===== src/rtl/stopwatch_pkg.sv =====
// Shared types and constants for the stopwatch controller.
//   state_t    : controller state encoding (CLEAR sits above the 2-bit
//                code space and is reported as 0 on state_o)
//   BCD_ZERO   : all-zero counter value that completes the clear handshake
//   DIGITS     : number of BCD digits on count_in / disp_digits
//   state_code : maps a state to the externally reported 2-bit code
package stopwatch_pkg;

  typedef enum logic [2:0] {
    IDLE  = 3'd0,
    RUN   = 3'd1,
    PAUSE = 3'd2,
    DONE  = 3'd3,
    CLEAR = 3'd4
  } state_t;

  localparam logic [15:0] BCD_ZERO = 16'h0000;
  localparam int          DIGITS   = 4;

  function automatic logic [1:0] state_code(input state_t s);
    return (s == CLEAR) ? 2'd0 : 2'(s);
  endfunction

endpackage


===== src/rtl/stopwatch_ctrl_btn_conditioner.sv =====
// btn_conditioner: conditions one raw asynchronous push-button.
//   2-FF synchronizer -> optional debounce -> rising-edge detect.
//   Macro STOPWATCH_DEBOUNCE_EN enables the debounce counter; without it
//   the synchronized level drives the edge detector directly.
// Ports:
//   clk      in  system clock
//   reset_n  in  synchronous active-low reset
//   btn_raw  in  raw button, active-high, asynchronous
//   level    out conditioned button level
//   rise     out 1-cycle pulse on a 0->1 change of level
module btn_conditioner #(
  parameter int DEBOUNCE_CYCLES = 1_000_000,
  parameter int DB_W            = 20
) (
  input  logic clk,
  input  logic reset_n,
  input  logic btn_raw,
  output logic level,
  output logic rise
);

  logic sync1_q, sync1_d;
  logic sync2_q, sync2_d;
  logic prev_q,  prev_d;

  always_comb begin
    sync1_d = btn_raw;
    sync2_d = sync1_q;
    prev_d  = level;
  end

  always_ff @(posedge clk) begin
    if (!reset_n) begin
      sync1_q <= 1'b0;
      sync2_q <= 1'b0;
      prev_q  <= 1'b0;
    end else begin
      sync1_q <= sync1_d;
      sync2_q <= sync2_d;
      prev_q  <= prev_d;
    end
  end

`ifdef STOPWATCH_DEBOUNCE_EN
  // Count only while the synchronized level disagrees with the accepted
  // level; any return to agreement restarts the count, so a bounce of
  // either polarity is rejected.
  logic [DB_W-1:0] cnt_q, cnt_d;
  logic            db_q,  db_d;

  always_comb begin
    cnt_d = '0;
    db_d  = db_q;
    if (sync2_q != db_q) begin
      if (cnt_q == DB_W'(DEBOUNCE_CYCLES - 1)) db_d = sync2_q;
      else                                      cnt_d = cnt_q + DB_W'(1);
    end
  end

  always_ff @(posedge clk) begin
    if (!reset_n) begin
      cnt_q <= '0;
      db_q  <= 1'b0;
    end else begin
      cnt_q <= cnt_d;
      db_q  <= db_d;
    end
  end

  assign level = db_q;
`else
  logic [DB_W-1:0] unused_db;
  assign unused_db = DB_W'(DEBOUNCE_CYCLES);
  assign level     = sync2_q;
`endif

  assign rise = level & ~prev_q;

endmodule


===== src/rtl/stopwatch_ctrl.sv =====
// stopwatch_ctrl: run/pause/lap/clear sequencer for a 4-digit BCD counter.
//   Conditions three buttons, drives counter enable/reset, and selects
//   live or lap-frozen digits for the seven-segment driver.
//   Optional macro STOPWATCH_DEBOUNCE_EN turns on button debouncing.
// Ports:
//   clk, reset_n      system clock, synchronous active-low reset
//   btn_startstop     raw start/stop button
//   btn_lap           raw lap button
//   btn_clear         raw clear button
//   count_in          counter digits {d3,d2,d1,d0}
//   cnt_enable        counter enable (registered)
//   cnt_rst           counter reset, active-high level (registered)
//   disp_digits       digits to display (combinational mux)
//   lap_active        display frozen at lap value
//   state_o           IDLE=0 RUN=1 PAUSE=2 DONE=3 (CLEAR reads as 0)
module stopwatch_ctrl
  import stopwatch_pkg::*;
#(
  parameter int          DEBOUNCE_CYCLES = 1_000_000,
  parameter int          DB_W            = 20,
  parameter logic [15:0] LIMIT_BCD       = 16'h9999
) (
  input  logic                  clk,
  input  logic                  reset_n,
  input  logic                  btn_startstop,
  input  logic                  btn_lap,
  input  logic                  btn_clear,
  input  logic [DIGITS*4-1:0]   count_in,
  output logic                  cnt_enable,
  output logic                  cnt_rst,
  output logic [DIGITS*4-1:0]   disp_digits,
  output logic                  lap_active,
  output logic [1:0]            state_o
);

  logic [2:0] unused_lvl;
  logic       ss_ev, lap_ev, clr_ev;

  btn_conditioner #(.DEBOUNCE_CYCLES(DEBOUNCE_CYCLES), .DB_W(DB_W)) u_ss (
    .clk(clk), .reset_n(reset_n), .btn_raw(btn_startstop),
    .level(unused_lvl[0]), .rise(ss_ev)
  );
  btn_conditioner #(.DEBOUNCE_CYCLES(DEBOUNCE_CYCLES), .DB_W(DB_W)) u_lap (
    .clk(clk), .reset_n(reset_n), .btn_raw(btn_lap),
    .level(unused_lvl[1]), .rise(lap_ev)
  );
  btn_conditioner #(.DEBOUNCE_CYCLES(DEBOUNCE_CYCLES), .DB_W(DB_W)) u_clr (
    .clk(clk), .reset_n(reset_n), .btn_raw(btn_clear),
    .level(unused_lvl[2]), .rise(clr_ev)
  );

  // Same-cycle events: clear beats start/stop beats lap; losers are dropped.
  logic clr_p, ss_p, lap_p, at_limit;
  assign clr_p    = clr_ev;
  assign ss_p     = ss_ev  & ~clr_ev;
  assign lap_p    = lap_ev & ~ss_ev & ~clr_ev;
  assign at_limit = (count_in == LIMIT_BCD);

  state_t                state_q, state_d;
  logic                  cnt_enable_q, cnt_enable_d;
  logic                  cnt_rst_q,    cnt_rst_d;
  logic                  lap_active_q, lap_active_d;
  logic [DIGITS*4-1:0]   lap_reg_q,    lap_reg_d;

  // State register (plus registered outputs)
  always_ff @(posedge clk) begin
    if (!reset_n) begin
      state_q      <= IDLE;
      cnt_enable_q <= 1'b0;
      cnt_rst_q    <= 1'b0;
      lap_active_q <= 1'b0;
      lap_reg_q    <= '0;
    end else begin
      state_q      <= state_d;
      cnt_enable_q <= cnt_enable_d;
      cnt_rst_q    <= cnt_rst_d;
      lap_active_q <= lap_active_d;
      lap_reg_q    <= lap_reg_d;
    end
  end

  // Next state
  always_comb begin
    state_d = state_q;
    case (state_q)
      IDLE:  if (clr_p) state_d = CLEAR;
             else if (ss_p) state_d = RUN;
      // Reaching the limit wins over any button in the same cycle.
      RUN:   if (at_limit) state_d = DONE;
             else if (ss_p) state_d = PAUSE;
      PAUSE: if (clr_p) state_d = CLEAR;
             else if (ss_p) state_d = RUN;
      DONE:  if (clr_p) state_d = CLEAR;
      // Hold the counter in reset until it reports zero; the counter may
      // run on a slower clock so one cycle of cnt_rst is not enough.
      CLEAR: if (count_in == BCD_ZERO) state_d = IDLE;
      default: state_d = IDLE;
    endcase
  end

  // Outputs
  always_comb begin
    cnt_enable_d = (state_d == RUN);
    cnt_rst_d    = (state_d == CLEAR);
    lap_active_d = lap_active_q;
    lap_reg_d    = lap_reg_q;
    if (state_d == CLEAR && state_q != CLEAR) begin
      lap_active_d = 1'b0;
      lap_reg_d    = '0;
    end else if (state_q == RUN && !at_limit && lap_p) begin
      lap_active_d = ~lap_active_q;
      if (!lap_active_q) lap_reg_d = count_in;
    end else if (state_q == PAUSE && lap_p) begin
      lap_active_d = 1'b0;
    end
  end

  assign cnt_enable  = cnt_enable_q;
  assign cnt_rst     = cnt_rst_q;
  assign lap_active  = lap_active_q;
  assign disp_digits = lap_active_q ? lap_reg_q : count_in;
  assign state_o     = state_code(state_q);

endmodule


===== config.mk =====
export PLATFORM = sky130hd
export DESIGN_NAME = stopwatch_ctrl
export DESIGN_NICKNAME = d
export VERILOG_FILES = /design/src/rtl/stopwatch_pkg.sv /design/src/rtl/stopwatch_ctrl_btn_conditioner.sv /design/src/rtl/stopwatch_ctrl.sv
export SDC_FILE = /design/constraint.sdc
export NUM_CORES = 1
export LEC_CHECK = 0
export CAP_MARGIN = 30
export CORE_UTILIZATION = 30
export CTS_BUF_LIST = sky130_fd_sc_hd__clkbuf_2 sky130_fd_sc_hd__clkbuf_4 sky130_fd_sc_hd__clkbuf_8
export CTS_CLUSTER_SIZE = 10
export DETAILED_ROUTE_END_ITERATION = 16
export HOLD_SLACK_MARGIN = 0.02
export PLACE_DENSITY = 0.65
export SLEW_MARGIN = 20
export SYNTH_ARGS = -nofsm -noshare
export SYNTH_HDL_FRONTEND = slang
export SYNTH_SLANG_ARGS = --single-unit

===== constraint.sdc =====
create_clock -name clk -period 1.7 [get_ports clk]
set_input_delay 0.34 -clock clk [delete_from_list [all_inputs] [get_ports clk]]
set_output_delay 0.34 -clock clk [all_outputs]
set_load 0.1 [all_outputs]

Word level (Yosys, flattened, before mapping)

Index checks and enable logic that the tools add are counted.

Eq/ne operators: 8
Mux-type cells: 11
Bitwise logic cells: 13
Reductions and logical operators: 10

Operators by type and width:

| operator               | number |
|---|---|
| $mux W3                | 6 |
| $eq A16 B16 Y1 const B | 1 |
| $logic_not A16 Y1      | 1 |
| $mux W16               | 1 |
| $pmux W3 S4            | 1 |
| $not A1 Y1             | 7 |
| $and A1 B1 Y1          | 6 |
| $eq A3 B1 Y1 const B   | 2 |
| $eq A3 B2 Y1 const B   | 2 |
| $eq A3 B3 Y1 const B   | 2 |
| $logic_and A1 B1 Y1    | 4 |
| $reduce_or A2 Y1       | 2 |
| $logic_not A3 Y1       | 1 |
| $ne A3 B3 Y1 const B   | 1 |
| $mux W1                | 2 |
| $mux W2                | 1 |
| $reduce_bool A2 Y1     | 1 |
| $logic_not A1 Y1       | 1 |

Register bits after elaboration: 31
Output and inout port bits: 21
Logic and storage cells: 56

Depth between registers and ports, before layout

Gate-level depths: netlist (run 1).

Word-level depth: 10
Gate-level depth with buffers: 7

Hierarchy

From an unflattened synthesis (run 1), not the netlist that was laid out.

Cell total of the unflattened synthesis: 156
Area, all modules: 1545.2 um^2

Modules (own cells, without submodules):

| module          | times used | cells an instance | area an instance (um^2) | sequential area each (um^2) |
|---|---|---|---|---|
| stopwatch_ctrl  | 1          | 135               | 1267.5                  | 440.4 |
| btn_conditioner | 3          | 7                 | 92.6                    | 60.1 |

Worst setup path before layout (run 1)

OpenSTA, ideal clock, no wires.

Kind: reg-to-reg
Start: reg lap_active_q (netlist: lap_active)
End: reg lap_reg_q[6]
Library setup time: 125 ps
Arrival: 2394 ps
Path slack: -819 ps
Stages on the path, launching flop included: 6
Buffers on the path: 2
Clock period less this slack: 2519 ps
Cells stage by stage: dfxtp_1 -> buf_2 -> buf_2 -> mux2_2 -> nor3_1 -> nor3_2

Longest elaborated chain between the ends: 1

Ends and longest elaborated chain:

| item                   | line                 | source |
|---|---|---|
| start, declared        | stopwatch_ctrl.sv:62 | `logic lap_active_q, lap_active_d;` |
| start signal, assigned | stopwatch_ctrl.sv:77 | `lap_active_q <= lap_active_d;` |
| $mux W16               | --                   |  |
| net disp_digits[6]     | stopwatch_ctrl.sv:31 | `output logic [DIGITS*4-1:0] disp_digits,` |
| end signal, assigned   | stopwatch_ctrl.sv:78 | `lap_reg_q <= lap_reg_d;` |
| end, declared          | stopwatch_ctrl.sv:63 | `logic [DIGITS*4-1:0] lap_reg_q, lap_reg_d;` |

The timed path passes the listed nets, and every way through them passes these cells.
A chain may end at the register's enable or synchronous reset.

Worst setup path in the final report (run 1)

Start: reg lap_active_q (netlist: lap_active)
End: out disp_digits[7]

Longest elaborated chain between the ends: 1

Ends and longest elaborated chain:

| item          | line |
|---|---|
| $mux W16      | -- |
| end, declared | stopwatch_ctrl.sv:31 |

Every way passes these cells.

==> run_results.csv, run 1 <==
group,metric,value,unit
routing,drt_iter0_drc,55,
power_and_ir_drop,power_switching_share,29.8,%
worst_setup_path,startpoint_type_of_the_worst_setup_path,"register",
placed_design,globalplace.congestion,0.736,
floorplan,fp.dieArea,5760,um2
sta,fin_skew,0.00663,ns
yosys,syn-cell-area,1640,um2
floorplan,core_area,5170,um2
cts,tritoncts.num_buffers,5,
final_layout,post-route-util,51.6,%
final_layout,largest_register,"lap_reg_q",
cts,cts_tree,"done",
routing,drc,0,
final_layout,area_growth,62.8,%
sta,min_period_over_period,98.4,%
yosys,yosysSeqAreaShare,37.9,%
power_and_ir_drop,vdd_ir_drop_max,0.312,mV
routing,detail_route.wl_per_cell,13.2,um
power_and_ir_drop,share_seq_of_total_power,39.3,%
yosys,synth_cell_type_count,31,
power_and_ir_drop,switchingPower,568,uW
job,cap_violations,0,
final_layout,flip_flop_count_of_the_largest_register_after_layout,16,
worst_setup_path,crit_path_max_fanout,12,
global_routing,antenna_found_initial,0,
yosys,synth.ff_latch_count,31,
cts,clock_insertion_delay_at_the_later_pin_of_the_skew_report,0.28,ns
global_routing,groute.layer.met2.usage,21.9,%
cts,hold_buf_cts,0,
yosys,synthesis.instances,162,
cts,clkSinkCount,31,
floorplan,die_y,75.9,um
final_layout,antenna_diodes,0,
sta,relSlewSlack,74.8,%
yosys,avg_synthesized_cell_area,10.1,um2
final_layout,nNetsFinal,247,
floorplan,boundaryPins,42,
global_routing,globalRouteMet3Util,3.98,%
global_routing,grtUsageTotal,14.8,%
placed_design,detailedPlacementHpwl,2890,um
cts,clk_pin_slew,0.06,ns
cts,clock_tree_root,"sky130_fd_sc_hd__clkbuf_8",
global_routing,globalRouteOverflowTotal,0,
worst_setup_path,timing.setup.critical_path_class,"reg -> out",
final_layout,layout_top_registers,"lap_reg_q x16, state_q x3",
worst_hold_path,min_path_type,"reg -> reg",
placed_design,placed_cells_incl_taps,285,
sta,report.final.hold_viol_count,0,
yosys,yosysWarningCount,0,
final_layout,layoutNonFillerInstCount,297,
global_routing,met1_usage,19.4,%
sta,rsz0062_at_grt,"yes",
routing,drt-vias-per-instance,4.78,
cts,ctsHtreeMaxLevel,2,
power_and_ir_drop,power.combinational.fraction,27.1,%
worst_setup_path,r2r.worst_path.cells,5,
placed_design,buffer_ports.inserted,41,
worst_hold_path,number_of_cells_on_the_worst_hold_path,1,
power_and_ir_drop,p_clk_share,33.6,%
worst_setup_path,cp_data_arrival_time,1.33,ns
routing,ant_nets,0,
cts,max-clock-path-buffers,2,
floorplan,std_cell_rows,26,
routing,routed_wirelength,3930,um
sta,clock.fmax,598,MHz
power_and_ir_drop,cellInternalPower,1.34,mW
final_layout,drive_above_1_share,48.0,%
sta,final-max-slew-violation-count,0,
sta,max_slew.worst_pin.slew,0.378,ns
power_and_ir_drop,p_per_area,716,nW/um2
global_routing,busiest_layer,"met2",
yosys,synthesis.nets,183,
floorplan,initial_core_util,31.7,%
power_and_ir_drop,leakagePower,1.06,nW
worst_setup_path,required,1.36,ns
run_status,outcome,"completed",
sta,setup_viol_count_final,0,
global_routing,global_route_wire_length_before_repair,6690,um
global_routing,grt_max_degree,17,
sta,layout_min_cycle_time,1.67,ns
floorplan,die_w,75.9,um
worst_setup_path,cp-end-kind,"primary output",
routing,num_vias,1419,
routing,drtPass1Iterations,4,
global_routing,grt_pass1_vias,1377,
==> final timing paths <==
kind	startpoint	endpoint	slack, ns
worst min-delay path	u_ss.sync1_q$_SDFF_PN0_	u_ss.level$_SDFF_PN0_	0.43
worst min register to register	u_ss.sync1_q$_SDFF_PN0_	u_ss.level$_SDFF_PN0_	0.43
worst max register to register	state_q[0]$_SDFF_PN0_	lap_reg_q[15]$_SDFFE_PP0P_	0.26
worst max-delay path	lap_active$_SDFFE_PP0P_	disp_digits[7]	0.03
==> area by class of cell <==
type                            instances  area, um2
Multi-Input combinational cell        116        985
Timing Repair Buffer                   72        868
Sequential cell                        31        624
Clock buffer                            8        104
Tap cell                               70       87.6
Fill cell                             448       2500
==> logic make-up (layout without fill, tap and decap cells) <==
| logic type | count (synthesis) | in the layout | share of synthesized area, % |
|---|---|---|---|
| flip-flops | 31 | 31 | 37.9 |
| multiplexers | 16 | 16 | 11.0 |
| buffers and inverters | 15 | 80 | 6.64 |
| AO/OA/AOI/OAI | 27 | 27 | 12.6 |
| AND/OR/NAND/NOR | 72 | 72 | 31.4 |
| XOR/XNOR | 1 | 1 | 0.534 |
==> layer usage <==
metal / vias to the layer above / part of all wire, % / wire length, um
li1: 717 / - / -
met1: 645 / 47 / 1830
met2: 47 / 45 / 1760
met3: 10 / 5.3 / 210
met4: 0 / 3.3 / 129
met5: - / 0 / 0
==> worst max-delay path, cell delays in order (launching register included) <==
cell,delay [ns]
sky130_fd_sc_hd__dfxtp_4,0.38
sky130_fd_sc_hd__buf_12,0.15
sky130_fd_sc_hd__mux2_4,0.34
sky130_fd_sc_hd__buf_12,0.17
==> through the flow <==
stage                     setup TNS [ns]  hold WS (ns)  worst slack [ns]  area [um2]  power, mW
after floorplan                   -0.115         0.412           -0.0143        1700       1.06
after global placement             -4.77         0.417            -0.250        2480       1.28
after detailed placement           -5.72         0.417            -0.306        2480       1.28
after CTS                              0         0.431          0.000401        2640       1.94
after global routing             -0.0340         0.456          -0.00958        2670       1.99
final                                  0         0.430            0.0277        2670       1.91
==> power groups by stage <==
stage | sequential [mW] | combinational [mW] | clock (mW)
3_5_place_dp | 0.768 | 0.514 | 0
5_1_grt | 0.752 | 0.539 | 0.700
2_1_floorplan | 0.785 | 0.273 | 0
6_report | 0.751 | 0.518 | 0.641
3_3_place_gp | 0.768 | 0.513 | 0
4_1_cts | 0.751 | 0.518 | 0.669
==> synthesized netlist by cell type, drive strengths merged <==
cell | n | area [um2]
xnor2 | 1 | 8.76
a311oi | 2 | 23.8
nor4bb | 2 | 20.0
and2 | 9 | 56.3
a21oi | 19 | 133
clkbuf | 4 | 15.0
dfxtp | 31 | 621
and4 | 4 | 35.0
mux2 | 16 | 180
nand2b | 4 | 25.0
buf | 11 | 93.8
a31oi | 3 | 18.8
nor3b | 1 | 12.5
nand3 | 3 | 15.0
nor2b | 3 | 26.3
o21ai | 2 | 10.0
o31ai | 1 | 21.3
nor4 | 4 | 55.1
nor2 | 3 | 11.3
nand4 | 3 | 31.3
nand2 | 3 | 11.3
nor3 | 33 | 215
==> repair_timing <==
| action | 4_1_cts | 5_1_grt |
|---|---|---|
| setup endpoints to repair | 18 | 25 |
| setup buffers | 3 | 2 |
| cloned | 0 | 0 |
| pin swaps | 0 | 3 |
| resized for setup | 15 | 6 |
==> cells in the final DEF, fill, tap and decap left out, drive strengths merged <==
cell | netlist | final
and4 | 4 | 4
xnor2 | 1 | 1
nor2b | 3 | 3
and2 | 9 | 9
o21ai | 2 | 2
nor4bb | 2 | 2
a31oi | 3 | 3
nand2 | 3 | 3
a21oi | 19 | 19
nand4 | 3 | 3
dfxtp | 31 | 31
a311oi | 2 | 2
nor4 | 4 | 4
dlymetal6s2s | 0 | 3
buf | 11 | 52
mux2 | 16 | 16
nor3 | 33 | 33
o31ai | 1 | 1
nor3b | 1 | 1
clkbuf | 4 | 8
clkdlybuf4s50 | 0 | 10
dlygate4sd2 | 0 | 7
nand2b | 4 | 4
nand3 | 3 | 3
nor2 | 3 | 3
Power figures use the tool's default switching activity.
==> run 2: changes to the inputs <==
--- a/config.mk
+++ b/config.mk
@@ -6,6 +6,7 @@
 export NUM_CORES = 1
 export LEC_CHECK = 0
 export CAP_MARGIN = 30
+export CORE_MARGIN = 2
 export CORE_UTILIZATION = 30
 export CTS_BUF_LIST = sky130_fd_sc_hd__clkbuf_2 sky130_fd_sc_hd__clkbuf_4 sky130_fd_sc_hd__clkbuf_8
 export CTS_CLUSTER_SIZE = 10
==> constraint.sdc (replaced) <==
create_clock -name clk -period 1.7 [get_ports clk]
set_input_delay 0.34 -clock clk [delete_from_list [all_inputs] [get_ports clk]]
set_output_delay 0.34 -clock clk [all_outputs]
set_load 0.005 [all_outputs]
==> run_results.csv, run 2 (synthesis results as in run 1) <==
group,metric,value,unit
final_layout,nNetsFinal,248,
placed_design,detailedPlacementHpwl,2820,um
final_layout,antenna_diodes,0,
sta,worst_hold_slack,0.434,ns
power_and_ir_drop,p_clk_share,43.2,%
placed_design,globalplace.congestion,0.735,
sta,fin_tns_setup,-0.131,ns
final_layout,final_common_cell,"sky130_fd_sc_hd__dfxtp_1",
final_layout,largest_register,"lap_reg_q",
floorplan,boundaryPins,42,
cts,clock_tree_root,"sky130_fd_sc_hd__clkbuf_8",
sta,final-max-slew-violation-count,0,
sta,layout_min_cycle_time,1.76,ns
cts,clock_insertion_delay_at_the_later_pin_of_the_skew_report,0.29,ns
worst_setup_path,cp_data_arrival_time,1.42,ns
sta,fin_skew,0.0124,ns
sta,max_slew.worst_pin.slew,0.303,ns
floorplan,core_area,5200,um2
final_layout,fin_area,2420,um2
global_routing,global_route_wire_length_before_repair,7020,um
cts,tritoncts.num_buffers,5,
routing,detail_route.wl_per_cell,13.9,um
routing,routed_wirelength,4160,um
global_routing,globalRouteOverflowTotal,0,
worst_setup_path,cp-end-kind,"primary output",
run_status,outcome,"finished, violations left",
floorplan,die_w,77.9,um
worst_setup_path,crit_path_max_fanout,4,
worst_setup_path,timing.setup.critical_path_class,"reg -> out",
worst_hold_path,min_path_type,"reg -> reg",
global_routing,grtUsageTotal,14.6,%
routing,num_vias,1413,
floorplan,initial_core_util,31.5,%
final_layout,layout_top_registers,"lap_reg_q x16, state_q x3",
power_and_ir_drop,cellInternalPower,1.36,mW
final_layout,nFillCells,508,
sta,relSlewSlack,79.6,%
power_and_ir_drop,switchingPower,390,uW
global_routing,grt_pass1_vias,1499,
sta,setup_viol_count_final,3,
job,cap_violations,0,
global_routing,grt_max_degree,18,
floorplan,fp.dieArea,6070,um2
global_routing,antenna_found_initial,0,
sta,fin_ws,-0.0551,ns
placed_design,buffer_ports.inserted,41,
worst_setup_path,startpoint_type_of_the_worst_setup_path,"register",
final_layout,flip_flop_count_of_the_largest_register_after_layout,16,
power_and_ir_drop,vdd_ir_drop_max,0.402,mV
sta,clock.fmax,570,MHz
sta,report.final.hold_viol_count,0,
floorplan,std_cell_rows,26,
final_layout,area_growth,47.9,%
sta,min_period_over_period,103,%
worst_setup_path,required,1.36,ns
placed_design,postPlaceCellArea,2210,um2
power_and_ir_drop,p_total,1.75,mW
floorplan,die_y,77.9,um
routing,drt_iter0_drc,41,
routing,drc,0,
final_layout,drive_above_1_share,45.6,%
cts,hold_buf_cts,0,
power_and_ir_drop,share_seq_of_total_power,42.8,%
power_and_ir_drop,power_switching_share,22.3,%
final_layout,most_frequent_cells_in_the_layout,"sky130_fd_sc_hd__dfxtp_1, sky130_fd_sc_hd__nor3_1, sky130_fd_sc_hd__buf_4",
power_and_ir_drop,p_per_area,722,nW/um2
routing,drtPass1Iterations,4,
power_and_ir_drop,leakagePower,0.951,nW
cts,clk_pin_slew,0.06,ns
run_status,violations,"setup timing",
sta,rsz0062_at_grt,"yes",
cts,clkSinkCount,31,
routing,ant_nets,0,
cts,ctsHtreeMaxLevel,2,
cts,max-clock-path-buffers,2,
routing,drt-vias-per-instance,4.74,
cts,cts_tree,"done",
power_and_ir_drop,power.combinational.fraction,14.0,%
[run 2: what timing repair did]
| action | CTS | global route |
|---|---|---|
| buffers inserted | 4 | 3 |
| setup endpoints to repair | 17 | 28 |
| gates resized for setup | 81 | 14 |
| cloned | 2 | 0 |
| pin swaps | 0 | 4 |
[run 2: power by group through the flow]
stage                     Sequential [mW]  Clock (mW)  Combinational, mW
after CTS                           0.749       0.768              0.245
after floorplan                     0.767           0             0.0979
after detailed placement            0.767           0              0.249
final                               0.749       0.755              0.244
after global placement              0.767           0              0.247
after global routing                0.751       0.798              0.265
[run 2: stage by stage]
stage | std cells | setup WS, ns | util (%)
6_report | 298 | -0.0551 | 46.6
3_5_place_dp | 281 | -0.282 | 42.5
3_3_place_gp | 281 | -0.258 | 42.5
4_1_cts | 295 | -0.0788 | 46.2
2_1_floorplan | 162 | 0.211 | -
5_1_grt | 298 | -0.0833 | 46.6
[run 2: final cells by class]
class / instances / area, um2 / share of cell area [%]
clock buffers: 6 / 82.6 / 3.41
repair buffers: 73 / 637 / 26.3
well taps: 70 / 87.6 / 3.61
clock inverters: 2 / 35.0 / 1.45
multi-input cells: 116 / 956 / 39.4
flip-flops and latches: 31 / 626 / 25.8
[run 2: critical path, stage by stage, from the launching register on]
cell and delay (ns):
sky130_fd_sc_hd__dfxtp_4 0.34, sky130_fd_sc_hd__buf_6 0.12, sky130_fd_sc_hd__buf_6 0.13, sky130_fd_sc_hd__buf_6 0.12
sky130_fd_sc_hd__mux2_4 0.31, sky130_fd_sc_hd__buf_6 0.12
[run 2: worst paths after layout]
kind | startpoint | to | slack, ns | depth (start not counted)
worst min register to register | u_clr.sync1_q$_SDFF_PN0_ | u_clr.level$_SDFF_PN0_ | 0.43 | 1
worst min-delay path | u_clr.sync1_q$_SDFF_PN0_ | u_clr.level$_SDFF_PN0_ | 0.43 | 1
worst max register to register | lap_active$_SDFFE_PP0P_ | lap_reg_q[13]$_SDFFE_PP0P_ | 0.20 | 7
worst max-delay path | lap_active$_SDFFE_PP0P_ | disp_digits[8] | -0.06 | 5
[run 2: layer usage]
layer | GRT usage (%) | up-vias | wire, um
met5 | 0 | - | 0
met2 | 25.3 | 24 | 2060
met4 | 4.21 | 0 | 23
met1 | 17.1 | 666 | 1890
li1 | - | 721 | -
met3 | 4.53 | 2 | 176
==> run 3: changes to the inputs <==
--- a/config.mk
+++ b/config.mk
@@ -9,7 +9,7 @@
 export CORE_MARGIN = 2
 export CORE_UTILIZATION = 30
 export CTS_BUF_LIST = sky130_fd_sc_hd__clkbuf_2 sky130_fd_sc_hd__clkbuf_4 sky130_fd_sc_hd__clkbuf_8
-export CTS_CLUSTER_SIZE = 10
+export CTS_CLUSTER_SIZE = 40
 export DETAILED_ROUTE_END_ITERATION = 16
 export HOLD_SLACK_MARGIN = 0.02
 export PLACE_DENSITY = 0.65
==> results of run 3 <==
Final layout, timing and power as in run 2 (identical DEF).
